==> src/rtl/i2s_pkg.sv <==
`default_nettype none
// ============================================================================
// Module   : i2s_pkg
// Purpose  : Shared framing-mode and receiver FSM encodings for the I2S slice.
// Revision : 1.0 - initial release
// ============================================================================
package i2s_pkg;

    // Word framing selected by the MODE parameter
    localparam int c_MODE_I2S = 0;
    localparam int c_MODE_LJ  = 1;

    // Receiver FSM states
    localparam logic [0:0] c_ST_HUNT  = 1'b0;
    localparam logic [0:0] c_ST_SHIFT = 1'b1;

endpackage
`default_nettype wire

==> src/rtl/i2s_pin_sync.sv <==
`default_nettype none
// ============================================================================
// Module   : i2s_pin_sync
// Purpose  : Synchronises SCK/LRCLK/SDATA and flags synchronised SCK rises.
// Revision : 1.0 - initial release
// ============================================================================
module i2s_pin_sync #(
    parameter int SYNC_STAGES = 2
) (
    input  logic clk,
    input  logic rst,
    input  logic i_sck,
    input  logic i_lrclk,
    input  logic i_sdata,
    output logic o_sck_rise,
    output logic o_lrclk,
    output logic o_sdata
);

    // All three pins share one chain so SDATA/LRCLK stay aligned with SCK
    logic [2:0] r_sync [SYNC_STAGES];
    logic       r_sck_d;

    always_ff @(posedge clk) begin
        if (rst) begin
            for (int i = 0; i < SYNC_STAGES; i++) begin
                r_sync[i] <= 3'b000;
            end
            r_sck_d <= 1'b0;
        end else begin
            r_sync[0] <= {i_sck, i_lrclk, i_sdata};
            for (int i = 1; i < SYNC_STAGES; i++) begin
                r_sync[i] <= r_sync[i-1];
            end
            r_sck_d <= r_sync[SYNC_STAGES-1][2];
        end
    end

    assign o_sck_rise = r_sync[SYNC_STAGES-1][2] & ~r_sck_d;
    assign o_lrclk    = r_sync[SYNC_STAGES-1][1];
    assign o_sdata    = r_sync[SYNC_STAGES-1][0];

endmodule
`default_nettype wire

==> src/rtl/i2s_rx_param.sv <==
`default_nettype none
// ============================================================================
// Module   : i2s_rx_param
// Purpose  : Parameterised I2S / left-justified stereo receiver with a
//            valid/ready pair output and sticky overrun flag.
// Revision : 1.0 - initial release
// ============================================================================
module i2s_rx_param
    import i2s_pkg::*;
#(
    parameter int DATA_W      = 16,
    parameter int MODE        = 0,
    parameter int SYNC_STAGES = 2
) (
    input  logic              clk12m,
    input  logic              reset,
    input  logic              SCK,
    input  logic              LRCLK,
    input  logic              SDATA,
    input  logic              out_ready,
    input  logic              ovr_clr,
    output logic [DATA_W-1:0] sample_l,
    output logic [DATA_W-1:0] sample_r,
    output logic              out_valid,
    output logic              overrun
);

    localparam int              c_CW   = $clog2(DATA_W + 1);
    localparam logic [c_CW-1:0] c_FULL = c_CW'(DATA_W);
    localparam bit              c_LJ   = (MODE == c_MODE_LJ);

    logic              w_bit_ev;
    logic              w_lr;
    logic              w_sd;
    logic [0:0]        r_state;
    logic              r_ws_prev;
    logic [DATA_W-1:0] r_shift;
    logic [c_CW-1:0]   r_cnt;
    logic              r_pend_l;
    logic [DATA_W-1:0] r_pend_data;

    i2s_pin_sync #(
        .SYNC_STAGES(SYNC_STAGES)
    ) u_pin_sync (
        .clk       (clk12m),
        .rst       (reset),
        .i_sck     (SCK),
        .i_lrclk   (LRCLK),
        .i_sdata   (SDATA),
        .o_sck_rise(w_bit_ev),
        .o_lrclk   (w_lr),
        .o_sdata   (w_sd)
    );

    logic              w_ws_chg;
    logic              w_room;
    logic [DATA_W-1:0] w_msb_vec;
    logic [DATA_W-1:0] w_ins;
    logic [c_CW-1:0]   w_cnt_inc;
    logic [DATA_W-1:0] w_close;
    logic              w_closing;
    logic              w_close_left;
    logic              w_pair;

    // Bits land MSB-first at their final position, so short words come out
    // left-aligned and zero-filled without a final shift.
    assign w_ws_chg     = w_bit_ev && (w_lr != r_ws_prev);
    assign w_room       = (r_cnt != c_FULL);
    assign w_msb_vec    = {w_sd, {(DATA_W-1){1'b0}}};
    assign w_ins        = w_room ? (r_shift | (w_msb_vec >> r_cnt)) : r_shift;
    assign w_cnt_inc    = w_room ? (r_cnt + c_CW'(1)) : r_cnt;
    assign w_close      = c_LJ ? r_shift : w_ins;
    assign w_closing    = w_ws_chg && (r_state == c_ST_SHIFT);
    // The closing word belongs to the channel held before this change
    assign w_close_left = w_closing && !r_ws_prev;
    assign w_pair       = w_closing && r_ws_prev && r_pend_l;

    always_ff @(posedge clk12m) begin
        if (reset) begin
            r_state     <= c_ST_HUNT;
            r_ws_prev   <= 1'b0;
            r_shift     <= '0;
            r_cnt       <= '0;
            r_pend_l    <= 1'b0;
            r_pend_data <= '0;
            sample_l    <= '0;
            sample_r    <= '0;
            out_valid   <= 1'b0;
            overrun     <= 1'b0;
        end else begin
            if (w_bit_ev) begin
                r_ws_prev <= w_lr;
                if (w_ws_chg) begin
                    r_state <= c_ST_SHIFT;
                    if (c_LJ) begin
                        r_shift <= w_msb_vec;
                        r_cnt   <= c_CW'(1);
                    end else begin
                        r_shift <= '0;
                        r_cnt   <= '0;
                    end
                end else begin
                    r_shift <= w_ins;
                    r_cnt   <= w_cnt_inc;
                end
            end

            if (w_close_left) begin
                r_pend_l    <= 1'b1;
                r_pend_data <= w_close;
            end else if (w_closing && r_ws_prev) begin
                r_pend_l <= 1'b0;
            end

            if (w_pair) begin
                sample_l  <= r_pend_data;
                sample_r  <= w_close;
                out_valid <= 1'b1;
            end else if (out_valid && out_ready) begin
                out_valid <= 1'b0;
            end

            // A fresh overrun takes priority over a clear in the same cycle
            if (w_pair && out_valid && !out_ready) begin
                overrun <= 1'b1;
            end else if (ovr_clr) begin
                overrun <= 1'b0;
            end
        end
    end

endmodule
`default_nettype wire

==> config.mk <==
export PLATFORM = sky130hd
export DESIGN_NAME = i2s_rx_param
export DESIGN_NICKNAME = d
export VERILOG_FILES = /design/src/rtl/i2s_pkg.sv /design/src/rtl/i2s_pin_sync.sv /design/src/rtl/i2s_rx_param.sv
export SDC_FILE = /design/constraint.sdc
export NUM_CORES = 1
export LEC_CHECK = 0
export CORE_MARGIN = 5
export CORE_UTILIZATION = 35
export CTS_BUF_LIST = sky130_fd_sc_hd__clkbuf_4 sky130_fd_sc_hd__clkbuf_8 sky130_fd_sc_hd__clkbuf_16
export CTS_CLUSTER_DIAMETER = 150
export CTS_CLUSTER_SIZE = 14
export DETAILED_ROUTE_END_ITERATION = 6
export DONT_BUFFER_PORTS = 1
export HOLD_SLACK_MARGIN = 0.08
export MAX_ROUTING_LAYER = met4
export SYNTH_ARGS = -nofsm -noshare
export SYNTH_HDL_FRONTEND = slang
export SYNTH_HIERARCHICAL = 1
export SYNTH_SLANG_ARGS = --single-unit
==> constraint.sdc <==
create_clock -name clk12m -period 1.8 [get_ports clk12m]
set_input_delay 0.36 -clock clk12m [delete_from_list [all_inputs] [get_ports clk12m]]
set_output_delay 0.36 -clock clk12m [all_outputs]
set_load 0.05 [all_outputs]
==> key figures, run 1 <==
Power
  – PD cells: 968.2 nW/µm²
  – Total power: 3.285 mW
  – Net Sw Frac: 21.26%
  – Clock share of power: 42.4%
  – Leak: 1.114 nW
  – Register share of total power: 55.1%
  – Switch Pwr: 698.3 µW
  – Comb pwr share: 2.5%
  – VDD IR max: 331.3 µV
  – Cell Int Power: 2.587 mW

Worst setup path
  – Crit path max-delay family: buffers and inverters
  – Crit path capture type: flip-flop
  – Critical Path Slowest Stage Cell: o32a_1
  – Worst setup path category: reg -> reg
  – Crit path DAT: 1.79 ns
  – Critical-path maximum fanout: 18
  – Type of origin of the critical path: flip-flop
  – Worst path most repeated cell: buf_4
  – Buffer and inverter count on the worst path: 2
  – Max stage delay on crit path: 0.34 ns
  – Critical-path cell list: nor2b_1, buf_4, nand3b_2, buf_4, o32a_1, nor2_1
  – Required time worst endpoint: 2.08 ns

Detailed routing
  – WL final: 6839 µm
  – Post-route DRC: 0
  – DR iter-0 viols: 109
  – Routed len/inst: 15.54 µm
  – Via density per instance: 5.214
  – Antenna violation net count after detailed routing: 0
  – First drt pass iteration count: 6
  – Routed vias: 2,294

STA
  – TNS Setup: 0 ns
  – Slew headroom: 40.83%
  – Unrepaired setup endpoints after global routing: no
  – Final Skew: 0.006950 ns
  – Slew @ Worst Pin: 0.8847 ns
  – FMAX: 663.7 MHz
  – Final period util: 83.70%
  – Final hold vios: 0
  – Slew Viols, Final: 0
  – # setup viols final: 0
  – Tmin final: 1.507 ns

Job
  – Max-Cap Viols: 0

Cells and area
  – ANT cells: 0
  – # nets final: 336
  – Area grow syn2layout: 11.10%
  – Cell area after layout: 3393 µm²
  – Most common cell after layout, fill and taps aside: dfxtp_1
  – Fin util: 39.49%
  – Share of layout cells above drive strength 1: 9.639%
  – Commonest non-fill, non-tap cells in the layout: 81 x dfxtp_1, 68 x a21oi_1, 39 x nor2_1

Clock network
  – Clk buf depth: 2
  – H-tree level count: 3
  – Post-cts resize count: 0
  – Root buf cell: clkbuf_8
  – Postcts setup bufs: 0
  – Clock Latency Late Sink: 0.35 ns
  – Clock-pin slew on the worst setup and hold paths: 0.08 ns
  – Hold-fix buffers, CTS: 3
  – CTS Buf Count: 9
  – CTS tree: built
  – Sink Count: 81

Die
  – Number of core rows: 34
  – Width of the die: 103.4 µm
  – IO Count: 41
  – Die Y: 103.4 µm
  – Starting density of the core: 35.54%
  – Die area: 10,690 µm²
  – Core Footprint: 8593 µm²

Placed design
  – Placed cell area: 3139 µm²
  – GPL Wtd Cong: 0.7934
  – IO Port Bufs: 0
  – Post-DP HPWL: 4548 µm

Run status
  – Run status: completed

Synthesis
  – Synth warn: 6
  – Syn Area/Cell: 9.144 µm²
  – Synthesized Nets: 343
  – Seq cells post-synth: 81
  – Yosys cell types: 34
  – Cell Area, Synth: 3054 µm²
  – Post-Synthesis Cells: 334
  – Sequential area share after synthesis: 53.09%

GRT
  – Overflow after GRT: 0
  – Gr usage total: 13.84%
  – Vias in the first global route: 2,130
  – First-pass GRT wire length: 10,980 µm
  – Initial antenna violation count: 0
  – Largest net degree at the start of global routing: 34

Worst hold path
  – Worst hold path class: in -> reg
==> worst register-to-register path, stage by stage (launching register included) <==
cell and delay (ns):
dfxtp_1 0.32, nor2b_1 0.12, buf_4 0.22, nand3b_2 0.16
buf_4 0.21, o32a_1 0.34, nor2_1 0.08
==> per-layer routing <==
| layer | routed length, µm | up-vias | track usage [%] |
|---|---|---|---|
| met1 | 3223 | 1051 | 17.76 |
| met2 | 3076 | 48 | 20.54 |
| met5 | 0 | - | - |
| li1 | - | 1184 | - |
| met4 | 159 | 0 | 6.175 |
| met3 | 380 | 11 | 3.488 |
==> final timing paths <==
| kind | from | to | slack [ns] | cells past startpoint |
|---|---|---|---|---|
| worst max-delay path | u_pin_sync/r_sync[0][5] | overrun | 0.29 | 6 |
| worst min-delay path | LRCLK | u_pin_sync/r_sync[0][1] | 0.15 | 1 |
| worst max register to register | u_pin_sync/r_sync[0][5] | overrun | 0.29 | 6 |
| worst min register to register | u_pin_sync/r_sync[0][1] | u_pin_sync/r_sync[0][4] | 0.44 | 1 |
==> metrics by stage <==
step                      hold slack [ns]  setup slack [ns]  std cells
after CTS                          0.1362            0.2846        440
after global placement             0.4248            0.3177        421
after floorplan                    0.4138            0.4348        334
final                              0.1464            0.2934        440
after global routing               0.1509            0.1165        440
after detailed placement           0.4237            0.3105        421
==> logic make-up after synthesis <==
group | Yosys count | share of synthesized area, %
AO/OA/AOI/OAI | 124 | 23.68
XOR/XNOR | 3 | 0.8605
adder cells (fa/ha/maj) | 2 | 0.8192
buffers and inverters | 35 | 5.408
flip-flops | 81 | 53.09
multiplexers | 1 | 0.3277
AND/OR/NAND/NOR | 88 | 15.81
==> power groups by stage <==
stage	registers, mW	logic (mW)	clock network (mW)
floorplan	1.85	0.0567	0
global placement	1.85	0.0483	0
detailed placement	1.85	0.0496	0
CTS	1.81	0.0813	1.43
global route	1.81	0.0887	1.51
finish	1.81	0.0806	1.39
==> registers in the layout, summed over array words and instances (netlist names) <==
name,cells
sample_r,16
r_ws_prev,1
r_pend_data,16
sample_l,16
out_valid,1
overrun,1
r_shift,16
u_pin_sync/r_sck_d,1
r_pend_l,1
u_pin_sync/r_sync,6
r_state,1
r_cnt,5
==> layout make-up <==
type                    count  area [µm²]
fillers                   846        5200
well taps                 108       135.1
repair buffers             13       140.1
clock buffers              13       166.4
inverters                   4       15.01
flip-flops and latches     81        1622
multi-input cells         218        1267
clock inverters             3       47.55
==> synthesized netlist by cell type (all sizes together) <==
cell type	instances	area (µm²)
dfxtp	81	1622
a21oi	68	340.3
nor2	40	152.6
a211oi	32	245.2
buf	21	112.6
nand3	18	90.09
o21ai	18	90.09
clkbuf	10	37.54
nor2b	10	62.56
inv	4	15.01
and3b	3	26.28
xor2	3	26.28
a31oi	2	12.51
and2	2	12.51
and4b	2	20.02
ha	2	25.02
nand2	2	7.510
nand4	2	12.51
nor4bb	2	20.02
a21o	1	7.510
a2bb2oi	1	8.760
a311oi	1	8.760
and3	1	6.260
and4bb	1	12.51
mux2i	1	10.01
nand2b	1	6.260
nand3b	1	11.26
nand4bb	1	11.26
nor3b	1	7.510
nor4b	1	23.77
o32a	1	10.01
Power figures use the tool's default switching activity.
==> run 2: changes to the inputs <==
==> constraint.sdc (replaced) <==
create_clock -name clk12m -period 1.5 [get_ports clk12m]
set_input_delay 0.3 -clock clk12m [delete_from_list [all_inputs] [get_ports clk12m]]
set_output_delay 0.3 -clock clk12m [all_outputs]
set_load 0.05 [all_outputs]
==> key figures, run 2 (synthesized netlist as in run 1, its figures left out) <==
Clock network
  – CTS Buf Count: 9 (unchanged)
  – Clk buf depth: 2 (unchanged)
  – Hold-fix buffers, CTS: 7 (+4)
  – CTS tree: built
  – Root buf cell: clkbuf_8
  – Clock Latency Late Sink: 0.35 ns (about the same)
  – H-tree level count: 3 (unchanged)
  – Sink Count: 81 (unchanged)
  – Clock-pin slew on the worst setup and hold paths: 0.08 ns (about the same)

STA
  – Unrepaired setup endpoints after global routing: no
  – # setup viols final: 0 (unchanged)
  – Final hold vios: 0 (unchanged)
  – Final period util: 91.97% (+8.3 points)
  – Slew Viols, Final: 0 (unchanged)
  – Tmin final: 1.379 ns (-0.1272 ns)
  – Hold slack: 0.02909 ns (-0.1173 ns)
  – TNS Setup: 0 ns (unchanged)
  – Slew headroom: 63.60% (+23 points)
  – Final Skew: 0.01056 ns (+0.003607 ns)
  – FMAX: 724.9 MHz (+9.2%)
  – Slew @ Worst Pin: 0.5453 ns (-0.3394 ns)

Worst setup path
  – Crit path capture type: flip-flop
  – Reg2Reg Setup Slack: 0.12 ns (-0.17 ns)
  – Reg2reg start: u_pin_sync/r_sync[0][5]
  – Critical-path cell list: nor2b_2, and3b_1, buf_12, a21oi_1, a211oi_1
  – Reg-to-reg critical path endpoint: sample_r[4]
  – Worst setup path category: reg -> reg
  – Type of origin of the critical path: flip-flop
  – Critical Path Slowest Stage Cell: dfxtp_1
  – Max stage delay on crit path: 0.33 ns (about the same)
  – Critical-path maximum fanout: 33 (+15)
  – R2R depth: 5 (-1)
  – Crit path DAT: 1.64 ns (-0.15 ns)
  – Required time worst endpoint: 1.76 ns (-0.32 ns)

Power
  – Clock share of power: 47.2% (+4.8 points)
  – Switch Pwr: 817.3 µW (+17%)
  – Cell Int Power: 3.447 mW (+33%)
  – VDD IR max: 434.7 µV (+31%)
  – Leak: 1.292 nW (+16%)
  – Net Sw Frac: 19.17% (-2.1 points)
  – Register share of total power: 51.0% (-4.1 points)
  – Comb pwr share: 1.8% (-0.7 points)
  – Total power: 4.264 mW (+30%)
  – PD cells: 1154 nW/µm² (+19%)

Worst hold path
  – Worst hold endpoint: r_state
  – Worst hold path class: in -> reg
  – Hold path start: reset
  – Hold path depth: 1 (unchanged)

Detailed routing
  – Routed vias: 2,453 (+6.9%)
  – WL final: 7032 µm (+2.8%)
  – DR iter-0 viols: 108 (-0.92%)
  – Post-route DRC: 0 (unchanged)
  – Antenna violation net count after detailed routing: 0 (unchanged)
  – Routed len/inst: 15.09 µm (-2.9%)
  – First drt pass iteration count: 4 (-2)
  – Via density per instance: 5.264 (+0.97%)

Die
  – Core Footprint: 8593 µm² (unchanged)
  – Die area: 10,690 µm² (unchanged)
  – Starting density of the core: 35.54% (unchanged)
  – Number of core rows: 34 (unchanged)
  – IO Count: 41 (unchanged)
  – Width of the die: 103.4 µm (unchanged)
  – Die Y: 103.4 µm (unchanged)

Placed design
  – GPL Wtd Cong: 0.8371 (+5.5%)
  – Placed Cells: 443 (+5.2%)
  – IO Port Bufs: 0 (unchanged)
  – Post-DP HPWL: 4708 µm (+3.5%)

Cells and area
  – Filler instances: 844 (-0.24%)
  – Commonest non-fill, non-tap cells in the layout: 78 x dfxtp_1, 68 x a21oi_1, 39 x nor2_1
  – Fin util: 42.98% (+3.5 points)
  – Most common cell after layout, fill and taps aside: dfxtp_1
  – Share of layout cells above drive strength 1: 16.76% (+7.1 points)
  – # nets final: 362 (+7.7%)
  – Area grow syn2layout: 20.93%
  – ANT cells: 0 (unchanged)
  – Fin cells: 466 (+5.9%)

GRT
  – Largest net degree at the start of global routing: 62 (+82%)
  – Gr usage total: 13.98% (+0.14 points)
  – Initial antenna violation count: 0 (unchanged)
  – First-pass GRT wire length: 11,170 µm (+1.8%)
  – Vias in the first global route: 2,189 (+2.8%)
  – Overflow after GRT: 0 (unchanged)

Run status
  – Run status: completed

Job
  – Max-Cap Viols: 0 (unchanged)
-- run 2: changes by cell type in the layout (fill, tap and decap cells not counted), sizes merged --
cell / change
inv: -1
clkinv: -1
bufinv: +2
clkinvlp: +1
clkbuf: -1
dlygate4sd3: +5
buf: +21
-- run 2: through the flow --
stage,cell area [µm²],worst slack [ns]
after floorplan,3054,0.1348
after global placement,3342,0.05191
after detailed placement,3342,0.01330
after CTS,3680,0.03174
after global routing,3694,0.008647
final,3694,0.1205
-- run 2: per-layer routing --
metal	track usage [%]	share of wire, %	vias to the layer above
li1	-	-	1232
met1	18.21	47	1152
met2	20.98	47	59
met3	2.549	4.4	10
met4	6.574	1.8	0
met5	-	0	-
-- run 2: critical path, delay by kind of cell (launching register included) --
family                 cells  cell delay (ns)
AO/OA/AOI/OAI              2             0.32
buffers and inverters      1             0.19
flip-flops                 1             0.33
AND/OR/NAND/NOR            2             0.43
-- run 2: layout make-up --
| cell class | count | area [µm²] | area share (%) |
|---|---|---|---|
| flip-flops and latches | 81 | 1625 | 44.00 |
| multi-input cells | 218 | 1282 | 34.72 |
| repair buffers | 39 | 372.9 | 10.09 |
| clock buffers | 12 | 165.2 | 4.472 |
| well taps | 108 | 135.1 | 3.659 |
| clock inverters | 4 | 97.59 | 2.642 |
| inverters | 4 | 15.01 | 0.4065 |
-- run 2: what timing repair did --
item,4_1_cts,5_1_grt
hold endpoints to repair,60,53
setup endpoints to repair,4,54
resized for setup,1,6
setup buffers,0,0
-- run 2: how the worst max path moves through the flow --
stage,end,cells after the start,from
floorplan,sample_r[10],6,u_pin_sync/r_sync[0][5]
global placement,r_shift[14],5,u_pin_sync/r_sync[0][5]
detailed placement,r_shift[14],5,u_pin_sync/r_sync[0][5]
CTS,r_pend_data[6],3,r_cnt[3]
global route,sample_r[3],5,u_pin_sync/r_sync[0][5]
finish,sample_r[4],5,u_pin_sync/r_sync[0][5]
-- run 2: power by group through the flow --
stage | clock, mW | sequential, mW | combinational [mW]
after floorplan | 0 | 2.22 | 0.0680
after global placement | 0 | 2.22 | 0.0637
after detailed placement | 0 | 2.22 | 0.0658
after CTS | 2.04 | 2.17 | 0.0774
after global routing | 2.13 | 2.18 | 0.0851
final | 2.01 | 2.17 | 0.0782
==> run 3: changes to the inputs <==
--- a/config.mk
+++ b/config.mk
@@ -7,13 +7,13 @@
 export LEC_CHECK = 0
 export CORE_MARGIN = 5
 export CORE_UTILIZATION = 35
-export CTS_BUF_LIST = sky130_fd_sc_hd__clkbuf_4 sky130_fd_sc_hd__clkbuf_8 sky130_fd_sc_hd__clkbuf_16
 export CTS_CLUSTER_DIAMETER = 150
 export CTS_CLUSTER_SIZE = 14
 export DETAILED_ROUTE_END_ITERATION = 6
 export DONT_BUFFER_PORTS = 1
 export HOLD_SLACK_MARGIN = 0.08
 export MAX_ROUTING_LAYER = met4
+export PLACE_DENSITY = 0.54
 export SYNTH_ARGS = -nofsm -noshare
 export SYNTH_HDL_FRONTEND = slang
 export SYNTH_HIERARCHICAL = 1
==> key figures, run 3 (synthesized netlist as in run 1, its figures left out) <==
Run status
  – Run status: completed

Worst setup path
  – Critical-path maximum fanout: 8 (-76%)
  – Crit path DAT: 1.64 ns (about the same)
  – Critical-path cell list: nor4bb_2, buf_4, a21oi_1, a211oi_1
  – Critical Path Slowest Stage Cell: dfxtp_1
  – Max stage delay on crit path: 0.52 ns (+0.19 ns)
  – Worst setup path category: reg -> reg
  – Crit path capture type: flip-flop
  – Required time worst endpoint: 1.71 ns (-0.05 ns)
  – Type of origin of the critical path: flip-flop

Die
  – Starting density of the core: 35.54% (unchanged)
  – Die area: 10,690 µm² (unchanged)
  – Width of the die: 103.4 µm (unchanged)
  – Number of core rows: 34 (unchanged)
  – Core Footprint: 8593 µm² (unchanged)
  – Die Y: 103.4 µm (unchanged)
  – IO Count: 41 (unchanged)

Placed design
  – DP Worst Slack: 0.07039 ns (+0.05708 ns)
  – Post-DP HPWL: 4823 µm (+2.4%)
  – GPL Wtd Cong: 0.8192 (-2.1%)
  – Placed Cells: 445 (+0.45%)
  – IO Port Bufs: 0 (unchanged)

Cells and area
  – Commonest non-fill, non-tap cells in the layout: 76 x dfxtp_1, 68 x a21oi_1, 39 x nor2_1
  – Fin util: 43.78% (+0.80 points)
  – Share of layout cells above drive strength 1: 20.22% (+3.5 points)
  – ANT cells: 0 (unchanged)
  – # nets final: 370 (+2.2%)
  – Fin cells: 474 (+1.7%)
  – Filler instances: 850 (+0.71%)
  – Area grow syn2layout: 23.19%
  – Most common cell after layout, fill and taps aside: dfxtp_1

Detailed routing
  – Antenna violation net count after detailed routing: 0 (unchanged)
  – Via density per instance: 5.196 (-1.3%)
  – Routed vias: 2,463 (+0.41%)
  – WL final: 7290 µm (+3.7%)
  – DR iter-0 viols: 100 (-7.4%)
  – Routed len/inst: 15.38 µm (+1.9%)
  – First drt pass iteration count: 4 (unchanged)
  – Post-route DRC: 0 (unchanged)

STA
  – Slew Viols, Final: 0 (unchanged)
  – Final WS setup: 0.07596 ns (-0.04456 ns)
  – Final hold vios: 0 (unchanged)
  – # setup viols final: 0 (unchanged)
  – TNS Setup: 0 ns (unchanged)
  – FMAX: 702.2 MHz (-3.1%)
  – Unrepaired setup endpoints after global routing: yes
  – Slew headroom: 62.46% (-1.1 points)
  – Final Skew: 0.01121 ns (+0.0006556 ns)
  – Final period util: 94.94% (+3.0 points)
  – Tmin final: 1.424 ns (+0.04456 ns)
  – Hold slack: 0.1307 ns (+0.1016 ns)
  – Slew @ Worst Pin: 0.5623 ns (+0.01701 ns)

Clock network
  – Clock Latency Late Sink: 0.35 ns (about the same)
  – H-tree level count: 3 (unchanged)
  – CTS tree: built
  – Clock-pin slew on the worst setup and hold paths: 0.08 ns (about the same)
  – Clk buf depth: 2 (unchanged)
  – Root buf cell: clkbuf_8
  – CTS Buf Count: 9 (unchanged)
  – Sink Count: 81 (unchanged)

Power
  – Leak: 1.334 nW (+3.2%)
  – VDD IR max: 404.7 µV (-6.9%)
  – PD cells: 1059 nW/µm² (-8.3%)

Worst hold path
  – Worst hold path class: in -> reg

GRT
  – First-pass GRT wire length: 11,790 µm (+5.5%)
  – Initial antenna violation count: 0 (unchanged)
  – Overflow after GRT: 0 (unchanged)
  – Vias in the first global route: 2,284 (+4.3%)
  – Gr usage total: 14.90% (+0.92 points)
  – Largest net degree at the start of global routing: 53 (-15%)

Job
  – Max-Cap Viols: 0 (unchanged)
-- run 3: report_power, final --
part	internal [mW]	switching, mW
Sequential	2.16	0.0117
Clock	0.906	0.789
Combinational	0.0548	0.0598
-- run 3: final cells by class --
| cell class | count | area (µm²) | area share (%) |
|---|---|---|---|
| clock inverters | 4 | 48.80 | 1.297 |
| flip-flops and latches | 81 | 1628 | 43.27 |
| inverters | 4 | 15.01 | 0.3991 |
| multi-input cells | 218 | 1306 | 34.72 |
| well taps | 108 | 135.1 | 3.592 |
| repair buffers | 47 | 464.2 | 12.34 |
| clock buffers | 12 | 165.2 | 4.390 |
-- run 3: path summary, 6_finish.rpt --
kind | startpoint | endpoint | slack [ns] | cells past startpoint
hold reg to reg | r_shift[2] | r_shift[2] | 0.47 | 2
hold / removal | ovr_clr | overrun | 0.13 | 2
setup reg to reg | r_cnt[3] | sample_r[10] | 0.08 | 4
setup / recovery | r_cnt[3] | sample_r[10] | 0.08 | 4
-- run 3: critical path, delay by kind of cell (launching register included) --
family                 cells  cell delay, ns
flip-flops                 1            0.52
AO/OA/AOI/OAI              2            0.50
buffers and inverters      1            0.18
AND/OR/NAND/NOR            1            0.09
-- run 3: metal layers --
metal | global-route usage, % | share of wire, %
met5 | - | 0
met4 | 4.084 | 0.81
met3 | 5.969 | 5.3
met2 | 21.72 | 48
met1 | 19.16 | 46
-- run 3: metrics by stage --
stage	instance area, µm²	power, mW
after floorplan	3054	2.289
after detailed placement	3344	2.294
final	3762	3.984
after global placement	3344	2.292
after CTS	3659	4.022
after global routing	3762	4.140
-- run 3: timing repair --
action,in CTS,in global routing
buffers inserted,0,3
endpoints found under the hold margin,60,0
hold buffers,9,0
endpoints found under the setup margin,0,41
resized for setup,0,18
